File: config.mk
export PLATFORM = sky130hd
export DESIGN_NAME = chunked_add_sub_flat
export DESIGN_NICKNAME = d
export VERILOG_FILES = /design/src/rtl/chunked_add_sub_if.sv /design/src/rtl/chunked_add_sub.sv /design/src/flat_wrapper.sv
export SDC_FILE = /design/constraint.sdc
export NUM_CORES = 1
export LEC_CHECK = 0
export ABC_AREA = 0
export BUFFER_PORTS_ARGS = -buffer_cell sky130_fd_sc_hd__clkbuf_2
export CORE_ASPECT_RATIO = 0.5
export CORE_MARGIN = 4
export CORE_UTILIZATION = 54
export DETAILED_ROUTE_END_ITERATION = 8
export MAX_ROUTING_LAYER = met4
export PLACE_DENSITY = 0.79
export REMOVE_ABC_BUFFERS = 1
export SLEW_MARGIN = 5
export SYNTH_ARGS = -nofsm -noshare
export SYNTH_HDL_FRONTEND = slang
export SYNTH_SLANG_ARGS = --single-unit
File: constraint.sdc
create_clock -name clk -period 2.85 [get_ports clk]
set_input_delay 0 -clock clk [delete_from_list [all_inputs] [get_ports clk]]
set_output_delay 0 -clock clk [all_outputs]
set_load 0.05 [all_outputs]
File: src/rtl/chunked_add_sub_if.sv
// Valid/ready operand port and valid/ready result port of the chunked add/sub unit.
interface chunked_add_sub_if #(
  parameter int N = 8
);
  logic         in_valid;
  logic         in_ready;
  logic [N-1:0] a;
  logic [N-1:0] b;
  logic         cin;
  logic         sub;
  logic         out_valid;
  logic         out_ready;
  logic [N-1:0] s;
  logic         cout;
  logic         ovf;
  logic         zero;

  modport master (
    output in_valid, a, b, cin, sub, out_ready,
    input  in_ready, out_valid, s, cout, ovf, zero
  );

  modport slave (
    input  in_valid, a, b, cin, sub, out_ready,
    output in_ready, out_valid, s, cout, ovf, zero
  );
endinterface

File: src/rtl/chunked_add_sub.sv
// Time-multiplexed N-bit adder/subtractor: W bits per cycle through a carry register.
// state | meaning
// IDLE  | ready for an operand pair, result registers hold last value
// RUN   | adding chunk cnt, carry flop links chunks
// DONE  | result and flags valid, waiting for out_ready
module chunked_add_sub #(
  parameter int N = 8,
  parameter int W = 2
) (
  input logic              clk,
  input logic              rst_n,
  chunked_add_sub_if.slave bus
);
  localparam int K  = N / W;
  localparam int CW = (K > 1) ? $clog2(K) : 1;

  if (N % W != 0) begin : g_bad_width
    $error("chunked_add_sub: N must be a multiple of W");
  end

  typedef enum logic [1:0] {IDLE, RUN, DONE} state_t;

  state_t        state, state_nxt;
  logic [CW-1:0] cnt;
  logic          carry;
  logic [N-1:0]  a_reg, b_reg, s_reg, s_new;
  logic          cout_reg, ovf_reg, zero_reg, out_valid_reg;
  logic [W-1:0]  a_ch, b_ch;
  logic [W:0]    chunk_sum;
  logic          last;

  assign last = (cnt == CW'(K - 1));

  always_ff @(posedge clk or negedge rst_n) begin
    if (!rst_n) state <= IDLE;
    else        state <= state_nxt;
  end

  always_comb begin
    state_nxt = state;
    case (state)
      IDLE:    if (bus.in_valid) state_nxt = RUN;
      RUN:     if (last)         state_nxt = DONE;
      DONE:    if (bus.out_ready) state_nxt = IDLE;
      default: state_nxt = IDLE;
    endcase
  end

  always_comb begin
    bus.in_ready = (state == IDLE);
  end

  // Chunk select and writeback through a constant-index loop so each slice is a plain mux.
  always_comb begin
    a_ch  = '0;
    b_ch  = '0;
    s_new = s_reg;
    for (int k = 0; k < K; k++) begin
      if (int'(cnt) == k) begin
        a_ch = a_reg[k*W +: W];
        b_ch = b_reg[k*W +: W];
      end
    end
    chunk_sum = {1'b0, a_ch} + {1'b0, b_ch} + {{W{1'b0}}, carry};
    for (int k = 0; k < K; k++) begin
      if (int'(cnt) == k) s_new[k*W +: W] = chunk_sum[W-1:0];
    end
  end

  always_ff @(posedge clk or negedge rst_n) begin
    if (!rst_n) begin
      cnt           <= '0;
      carry         <= 1'b0;
      a_reg         <= '0;
      b_reg         <= '0;
      s_reg         <= '0;
      cout_reg      <= 1'b0;
      ovf_reg       <= 1'b0;
      zero_reg      <= 1'b0;
      out_valid_reg <= 1'b0;
    end else begin
      case (state)
        IDLE: begin
          if (bus.in_valid) begin
            a_reg <= bus.a;
            b_reg <= bus.b ^ {N{bus.sub}};
            carry <= bus.cin ^ bus.sub;
            cnt   <= '0;
          end
        end
        RUN: begin
          s_reg <= s_new;
          carry <= chunk_sum[W];
          if (last) begin
            cout_reg      <= chunk_sum[W];
            ovf_reg       <= a_reg[N-1] ^ b_reg[N-1] ^ s_new[N-1] ^ chunk_sum[W];
            zero_reg      <= (s_new == '0);
            out_valid_reg <= 1'b1;
          end else begin
            cnt <= cnt + 1'b1;
          end
        end
        DONE: begin
          if (bus.out_ready) out_valid_reg <= 1'b0;
        end
        default: ;
      endcase
    end
  end

  assign bus.s         = s_reg;
  assign bus.cout      = cout_reg;
  assign bus.ovf       = ovf_reg;
  assign bus.zero      = zero_reg;
  assign bus.out_valid = out_valid_reg;
endmodule

File: src/flat_wrapper.sv
// flat-port wrapper written by rule: the top's interface ports become plain ports
module chunked_add_sub_flat 
#(
  parameter int N = 8,
  parameter int W = 2
)
  (clk, rst_n, bus_in_valid, bus_a, bus_b, bus_cin, bus_sub, bus_out_ready, bus_in_ready, bus_out_valid, bus_s, bus_cout, bus_ovf, bus_zero);
  chunked_add_sub_if #(.N(N)) bus_i ();
  input logic clk;
  input logic rst_n;
  input wire logic [$bits(bus_i.in_valid)-1:0] bus_in_valid;
  input wire logic [$bits(bus_i.a)-1:0] bus_a;
  input wire logic [$bits(bus_i.b)-1:0] bus_b;
  input wire logic [$bits(bus_i.cin)-1:0] bus_cin;
  input wire logic [$bits(bus_i.sub)-1:0] bus_sub;
  input wire logic [$bits(bus_i.out_ready)-1:0] bus_out_ready;
  output wire logic [$bits(bus_i.in_ready)-1:0] bus_in_ready;
  output wire logic [$bits(bus_i.out_valid)-1:0] bus_out_valid;
  output wire logic [$bits(bus_i.s)-1:0] bus_s;
  output wire logic [$bits(bus_i.cout)-1:0] bus_cout;
  output wire logic [$bits(bus_i.ovf)-1:0] bus_ovf;
  output wire logic [$bits(bus_i.zero)-1:0] bus_zero;
  assign bus_i.in_valid = bus_in_valid;
  assign bus_i.a = bus_a;
  assign bus_i.b = bus_b;
  assign bus_i.cin = bus_cin;
  assign bus_i.sub = bus_sub;
  assign bus_i.out_ready = bus_out_ready;
  assign bus_in_ready = bus_i.in_ready;
  assign bus_out_valid = bus_i.out_valid;
  assign bus_s = bus_i.s;
  assign bus_cout = bus_i.cout;
  assign bus_ovf = bus_i.ovf;
  assign bus_zero = bus_i.zero;
  chunked_add_sub #(.N(N), .W(W)) u_core (.clk(clk), .rst_n(rst_n), .bus(bus_i));
endmodule
==> results of run 1 <==
==> worst max-delay path, delay by kind of cell (launching register included) <==
family	cells	cell delay, ns
fa+ha+maj	3	1.25
flops	1	0.45
compound gates	3	0.32
xor+xnor	2	0.29
buf+inv	1	0.18
simple gates	1	0.06
==> layout make-up <==
| type | instances | area, um2 |
|---|---|---|
| Inverter | 9 | 33.8 |
| Multi-Input combinational cell | 113 | 801 |
| Fill cell | 222 | 917 |
| Timing Repair Buffer | 46 | 285 |
| Tap cell | 40 | 50.0 |
| Clock inverter | 2 | 10.0 |
| Clock buffer | 6 | 72.6 |
| Sequential cell | 33 | 826 |
==> kinds of logic after synthesis <==
kind of cell / count (synthesis) / synth area share
compound gates: 48 / 0.168
xor+xnor: 12 / 0.0620
fa+ha+maj: 6 / 0.0532
buf+inv: 19 / 0.0672
flops: 33 / 0.487
mux: 8 / 0.0517
simple gates: 39 / 0.110
==> per-layer routing <==
metal  GRT usage  up-vias
met1       0.237      628
li1            -      643
met5           -        -
met4      0.0642        0
met2       0.279       56
met3      0.0619        9
==> path summary, 6_finish.rpt <==
| kind | startpoint | to | slack (ns) | depth (start not counted) |
|---|---|---|---|---|
| max | u_core.cnt[1] | u_core.bus.ovf | 0.17 | 10 |
| min | bus_b[7] | u_core.b_reg[7] | 0.01 | 3 |
| max reg2reg | u_core.cnt[1] | u_core.bus.ovf | 0.17 | 10 |
| min reg2reg | u_core.bus.s[6] | u_core.bus.s[6] | 0.50 | 2 |
| max in group asynchronous | rst_n | u_core.b_reg[6] | 1.97 | 2 |
| min in group asynchronous | rst_n | u_core.bus.ovf | 0.36 | 2 |
==> placed cells by master (no fill, tap or decap), types with 2 or more instances in the layout <==
| master | instances |
|---|---|
| sky130_fd_sc_hd__clkbuf_2 | 34 |
| sky130_fd_sc_hd__dfrtp_1 | 33 |
| sky130_fd_sc_hd__nand2_1 | 20 |
| sky130_fd_sc_hd__o21ai_0 | 19 |
| sky130_fd_sc_hd__nor2_1 | 11 |
| sky130_fd_sc_hd__a21oi_1 | 10 |
| sky130_fd_sc_hd__dlygate4sd3_1 | 10 |
| sky130_fd_sc_hd__xnor2_1 | 9 |
| sky130_fd_sc_hd__inv_1 | 8 |
| sky130_fd_sc_hd__mux2_2 | 6 |
| sky130_fd_sc_hd__a21oi_2 | 6 |
| sky130_fd_sc_hd__clkbuf_8 | 5 |
| sky130_fd_sc_hd__a22oi_1 | 4 |
| sky130_fd_sc_hd__nand3b_1 | 4 |
| sky130_fd_sc_hd__o21ai_1 | 4 |
| sky130_fd_sc_hd__xor2_1 | 3 |
| sky130_fd_sc_hd__ha_4 | 3 |
| sky130_fd_sc_hd__mux2i_1 | 2 |
| sky130_fd_sc_hd__clkinv_2 | 2 |
| sky130_fd_sc_hd__buf_4 | 2 |
==> power breakdown <==
group	leakage [nW]	total, W	switching, W	internal, W
logic	0.494	0.00164	0.000996	0.000640
clock network	0.0450	0.000336	0.000167	0.000169
registers	0.397	0.000887	0.000194	0.000693
total	0.936	0.00286	0.00136	0.00150
==> repair_timing <==
item,CTS,global route
hold endpoints to repair,43,0
hold buffers,10,0
resized for setup,0,8
endpoints found under the setup margin,0,2
==> stage by stage <==
stage	area (um2)	cells	setup WS (ns)
3_3_place_gp	1860	231	0.239
4_1_cts	2040	249	0.0557
6_report	2080	249	0.174
3_5_place_dp	1860	231	0.101
2_1_floorplan	1610	155	0.373
5_1_grt	2080	249	0.0331
==> results, run 1 <==
- The flow ran to the end, and the final reports show no timing, DRC or antenna violations.
- The die covers 4150 um2.
- The detailed-route vias per instance is approximately 5.4.
- For the pin with the worst max-slew slack, the measured transition is between 0.8 and 0.9 ns.
- The CTS buffer count is 5.
- The element type at the critical path start is a register.
- The number of storage elements in the synthesis netlist is 33.
- The routed wire length is 3.61 mm.
- The ratio of final minimum period to clock period is 0.939.
- The clock drives 33 sinks.
- The final setup TNS is 0 ns.
- The wire length on met1 is 1.67 mm.
- Measured on the finished design, the core utilization comes to 0.694.
- The peak ir drop on the vdd network is 643 uV.
- The floorplan step defined a core boundary enclosing 3000 um2.
- 0 antenna diodes ended up in the layout.
- Pin placement for this block handled 35 I/O pins.
- The synthesized area per cell is 10.3 um2.
- The proportion of layout cells with a drive suffix above 1 is 0.301.
- The worst path required time is 3.00 ns.
- Clock-pin slew was measured on the worst setup and hold paths at 0.07 ns.
- The height of the die is 47.6 um.
- The most frequent cell on the critical path is sky130_fd_sc_hd__xnor2_1.
- Static timing analysis puts the maximum clock frequency at 374 MHz.
- The final hold violation count is 0.
- The root buffer selected by CTS is sky130_fd_sc_hd__clkbuf_8.
- Clock latency on the worst-skew pair, taken at its later pin, is 0.28 ns.
- The fraction of the yosys area taken by sequential cells is 0.487.
- The final weighted congestion in routability-driven placement is 0.868.
- TritonCTS built the clock tree.
- The count of buffers from port buffering is 34.
- The initial antenna violation count is 0.
- The total overflow left after global routing is 0.
- In this run the cell area of the synthesized design comes to 1690 um2.
- Wire segments on met3 add up to approximately 220 um in the final route.
- The HPWL after detailed placement is approximately 2.4 mm.
- The critical path's slowest cell is sky130_fd_sc_hd__fa_2.
- In the routed design, unresolved DRC markers number 0.
- Ranked by instance count, the synthesized netlist is headed by 33 x sky130_fd_sc_hd__dfrtp_1, 20 x sky130_fd_sc_hd__nand2_1, 19 x sky130_fd_sc_hd__o21ai_0, 11 x sky130_fd_sc_hd__nor2_1, 10 x sky130_fd_sc_hd__a21oi_1.
- The remaining antenna violation count is 0.
- The all-layer global routing usage is 0.185.
- The number of setup buffers added after CTS is 0.
- From synthesis to final layout, the design area changed by 22.7%.
- The number of cells produced by synthesis is 165.
- The most repeated cell in the gate-level netlist after synthesis is sky130_fd_sc_hd__dfrtp_1.
- The signal on the critical path passes through inv_1 > ha_4 > nand2_1 > o21ai_0 > a22oi_1 > fa_1 > fa_2 > xnor2_1 > xnor2_1 > o21ai_1.
- The top routing layer in use is met4.
- The met2 wirelength from detailed routing is 1.66 mm.
- The deepest level of the CTS H-tree is 2.
- Yosys printed 0 warnings.
- The first TritonRoute pass finished after 7 iterations.
- The number of global-route vias before repair came to approximately 1100.
- The total number of placement rows is 14.
- Power spread over the standard cell area amounts to 1380 nW/um2.
- The first global-routing pass estimated 5.42 mm of wire.
- The maximum buffer depth of the clock tree is 2.
- The biggest area contributor in the post-synthesis netlist is sky130_fd_sc_hd__dfrtp_1.
- The number of different library cells used by synthesis comes to 29.
- The number of violations of the max-capacitance limit is 0.
- The total power after layout is 0.00286 W.
- Summed over all cells, the static leakage comes to 0.936 nW.
- Entering global routing, the biggest net connects 34 pins.
- The number of nets in the final layout is between 200 and 250.
- The per-cell routed wire length is 14.5 um.
- The top cell type's share of synthesized area is 0.487.
- Across all layers, the routed design uses 1336 vias.
- The number of pins with negative max-slew slack in the final report is 0.
- The number of enable flip-flop cells after synthesis is 0.
- The minimum clock period is roughly 2.7 ns.
- After synthesis, the cell types taking the most area are sky130_fd_sc_hd__dfrtp_1 49%, sky130_fd_sc_hd__o21ai_0 5.6%, sky130_fd_sc_hd__xnor2_1 4.7%.
- The prevailing post-synth register cell is sky130_fd_sc_hd__dfrtp_1.
- The worst setup path is of the register to register kind.
- The endpoint kind of the worst setup timing path is a register.
- The initial cell density of the core is 0.566.
- The worst hold path belongs to the class primary input to register.
- The die is between 80 and 90 um wide.
- The critical path data arrival time is 2.83 ns.
- Setup repair after global routing left no endpoint under its margin.
- Headroom to the max-slew limit came out at 0.433.
- Clock skew on the completed layout was measured at about 0.0039 ns.
- In this design, the stage delay of the slowest critical-path cell is 0.60 ns.
- The violation count after the first detailed-routing iteration is 73.
- The async set-or-reset flop fraction in the synthesized netlist is 1.00.
- The largest fanout on the critical path is 6.
- Setup violations remaining at the end of the flow were counted as 0.
- The worst slack on hold paths is 0.0128 ns.
Power figures use the tool's default switching activity.
==> run 2, diff against run 1 <==
--- a/config.mk
+++ b/config.mk
@@ -7,12 +7,14 @@
 export LEC_CHECK = 0
 export ABC_AREA = 0
 export BUFFER_PORTS_ARGS = -buffer_cell sky130_fd_sc_hd__clkbuf_2
-export CORE_ASPECT_RATIO = 0.5
+export CELL_PAD_IN_SITES_DETAIL_PLACEMENT = 0
+export CELL_PAD_IN_SITES_GLOBAL_PLACEMENT = 1
+export CORE_ASPECT_RATIO = 0.6
 export CORE_MARGIN = 4
-export CORE_UTILIZATION = 54
+export CORE_UTILIZATION = 41
 export DETAILED_ROUTE_END_ITERATION = 8
 export MAX_ROUTING_LAYER = met4
-export PLACE_DENSITY = 0.79
+export PLACE_DENSITY_LB_ADDON = 0.1
 export REMOVE_ABC_BUFFERS = 1
 export SLEW_MARGIN = 5
 export SYNTH_ARGS = -nofsm -noshare
==> results, run 2 (synthesis gave the netlist of run 1 again) <==
- The flow ran to the end, and the final reports show no timing, DRC or antenna violations.
- The power density over the cells is 1360 nW/um2 (-1.2%).
- The buffer count from post-CTS setup fixing was 0 (unchanged).
- The leakage power of the design is 0.943 nW (+0.71%).
- The critical path in this run is classified as register to register.
- The remaining max-slew budget at the tightest pin came to 0.440 (+0.00693).
- The cell area reported after detailed placement is 1880 um2 (+1.3%).
- The final weighted congestion in routability-driven placement is 0.745 (-14%).
- The most common library cell in the layout ignoring fill and taps is sky130_fd_sc_hd__clkbuf_2.
- The final cell count without fillers is 257 (+3.2%).
- The initial cell density of the core is 0.442 (-0.123).
- The number of fillers in the final layout came to 358 (+61%).
- The largest fanout on the critical path was 10 (+4).
- The final hold violation count was 0 (unchanged).
- The critical path goes through inv_1 > ha_2 > a21oi_1 > o21ai_0 > a22oi_1 > fa_1 > fa_1 > xnor2_1 > xnor2_1 > o21ai_1.
- The global route total overflow is 0 (unchanged).
- The number of violations of the max-capacitance limit is 0 (unchanged).
- The per-cell routed wire length is 14.1 um (-2.8%).
- The maximum buffer depth of the clock tree is 2 (unchanged).
- The final cell area excluding filler cells was 2070 um2 (-0.36%).
- The total number of placement rows came to 17 (+3).
- The number of placed instances with taps included came to 240 (+3.9%).
- The share of total power in sequential cells is 0.308 (-0.002).
- The worst slack on hold paths is 0.00946 ns (-0.00332 ns).
- The worst setup skew after layout came to 0.00343 ns (-0.000456 ns).
- The combinational fraction of design power is 0.566 (-0.006).
- The overall die area was 5260 um2 (+27%).
- The clock network latency to the later pin of the worst-skew pair is 0.28 ns (about the same).
- The count of buffers from port buffering is 34 (unchanged).
- The multi-input gate area in the final layout is 766 um2 (-4.4%).
- The internal power summed over all cells was 0.00150 W (-0.19%).
- The number of nets in the final layout was 238 (+0.85%).
- The number of ports placed on the die boundary is 35 (unchanged).
- In the layout the commonest cells are 34 x sky130_fd_sc_hd__clkbuf_2, 33 x sky130_fd_sc_hd__dfrtp_1, 20 x sky130_fd_sc_hd__nand2_1, 19 x sky130_fd_sc_hd__o21ai_0, 11 x sky130_fd_sc_hd__nor2_1.
- The proportion of layout cells with a drive suffix above 1 was 0.290 (-0.0110).
- The all-layer global routing usage came to 0.153 (-0.0320).
- The count of final setup violators is 0 (unchanged).
- The worst path required time is 3.01 ns (about the same).
- The first-pass detailed-route iteration total is 4 (-3).
- The sink count of the clock tree is 33 (unchanged).
- In this run the worst hold path is classified as primary input to register.
- The total power after layout came to 0.00281 W (-1.5%).
- The CTS tree is built.
- The relative contribution of the clock network to total power is 0.126 (+0.008).
- The switching component of the power came to 0.00132 W (-3.0%).
- The critical path data arrival time is 2.84 ns (about the same).
- The ratio of final minimum period to clock period is 0.941 (+0.00216).
- The area growth from synthesis to layout is 22.2%.
- The number of pins with negative max-slew slack in the final report is 0 (unchanged).
- The initial antenna violation count is 0 (unchanged).
- The diode insertion count for antenna repair is 0 (unchanged).
- The remaining antenna violation count is 0 (unchanged).
- CTS placed an instance of sky130_fd_sc_hd__clkbuf_8 at the clock tree root.
- The transition at the pin with the smallest max-transition slack is 0.840 ns (-0.00949 ns).
- The peak ir drop on the vdd network was 603 uV (-6.1%).
- The fmax is 373 MHz (-0.23%).
- The flip-flop and latch area is 826 um2 (unchanged).
- The deepest level of the CTS H-tree is 2 (unchanged).
- The violation count after the first detailed-routing iteration came to 35 (-52%).
- The number of remaining DRC errors is 0 (unchanged).
- The worst slack at placement came to 0.103 ns (+0.00221 ns).
- The proportion of total power due to net switching came to 0.467 (-0.00722).
- The via total after detailed routing was 1307 (-2.2%).
- The floorplan core area is 3830 um2 (+28%).
- The total half-perimeter wirelength after legalization and detailed placement is 2.72 mm (+11%).
- The final setup slack of the worst path was 0.168 ns (-0.00615 ns).
- The routed wire length is 3.63 mm (+0.33%).
- The endpoint kind of the worst setup timing path is a register.
- The number of global-route vias before repair was 1235 (+8.2%).
- The worst setup path is launched from a register.
- On the critical path, the stage with the largest delay is an instance of sky130_fd_sc_hd__fa_1.
- The height of the die is 57.8 um (+21%).
- The clock input transition at the sequential cells of the worst setup and hold paths was 0.06 ns (about the same).
- The delay contributed by the slowest stage of the critical path is 0.63 ns (+0.03 ns).
- The minimum clock period was 2.68 ns (+0.00615 ns).
- The global-route wire length before repair is 6.00 mm (+11%).
- The width of the chip is 91.0 um (+4.3%).
- The CTS buffer count is 5 (unchanged).
- The pin count of the biggest net entering global routing is 34 (unchanged).
- The detailed-route vias per instance is 5.09 (-5.2%).
-- run 2: final timing paths --
check / depth (start not counted) / slack (ns) / to / from
max reg2reg: 10 / 0.17 / u_core.bus.ovf / u_core.cnt[0]
max in group asynchronous: 2 / 1.96 / u_core.a_reg[6] / rst_n
min in group asynchronous: 2 / 0.36 / u_core.bus.out_valid / rst_n
max: 10 / 0.17 / u_core.bus.ovf / u_core.cnt[0]
min: 4 / 0.009 / u_core.b_reg[4] / bus_b[4]
min reg2reg: 2 / 0.48 / u_core.bus.zero / u_core.bus.zero
-- run 2: routing by layer --
| layer | vias up | share of wire | global-route usage |
|---|---|---|---|
| li1 | 645 | - | - |
| met1 | 615 | 0.49 | 0.204 |
| met2 | 39 | 0.43 | 0.223 |
| met3 | 8 | 0.063 | 0.0376 |
| met4 | 0 | 0.018 | 0.0644 |
| met5 | - | 0 | - |
-- run 2: power groups by stage --
stage                     registers (W)  logic, W  clock network (W)
final                          0.000868   0.00159           0.000353
after global routing           0.000903   0.00176           0.000393
after CTS                      0.000868   0.00160           0.000368
after detailed placement       0.000877   0.00159                  0
after global placement         0.000868   0.00156                  0
after floorplan                 0.00107  0.000971                  0
-- run 2: area by class of cell --
cell class                      count  area share
Clock buffer                        7      0.0417
Multi-Input combinational cell    113       0.370
Sequential cell                    33       0.399
Timing Repair Buffer               48       0.145
Tap cell                           47      0.0284
Inverter                            9      0.0163
-- run 2: worst max-delay path: cells and delay by family, from the launching register on --
kind / cells / cell delay [ns]
flip-flops: 1 / 0.42
AO/OA/AOI/OAI: 4 / 0.32
XOR/XNOR: 2 / 0.30
buffers and inverters: 1 / 0.14
adder cells (fa/ha/maj): 3 / 1.37
-- run 2: stage by stage --
stage / TNS (ns) / utilization
3_5_place_dp: 0 / 0.491
5_1_grt: -0.00797 / 0.541
6_report: 0 / 0.541
2_1_floorplan: 0 / -
3_3_place_gp: 0 / 0.491
4_1_cts: 0 / 0.540
-- run 2: repair_timing --
item                                    in CTS  in global routing
endpoints found under the setup margin       0                  2
hold buffers                                10                  0
resized for setup                            0                  2
hold endpoints to repair                    42                  0
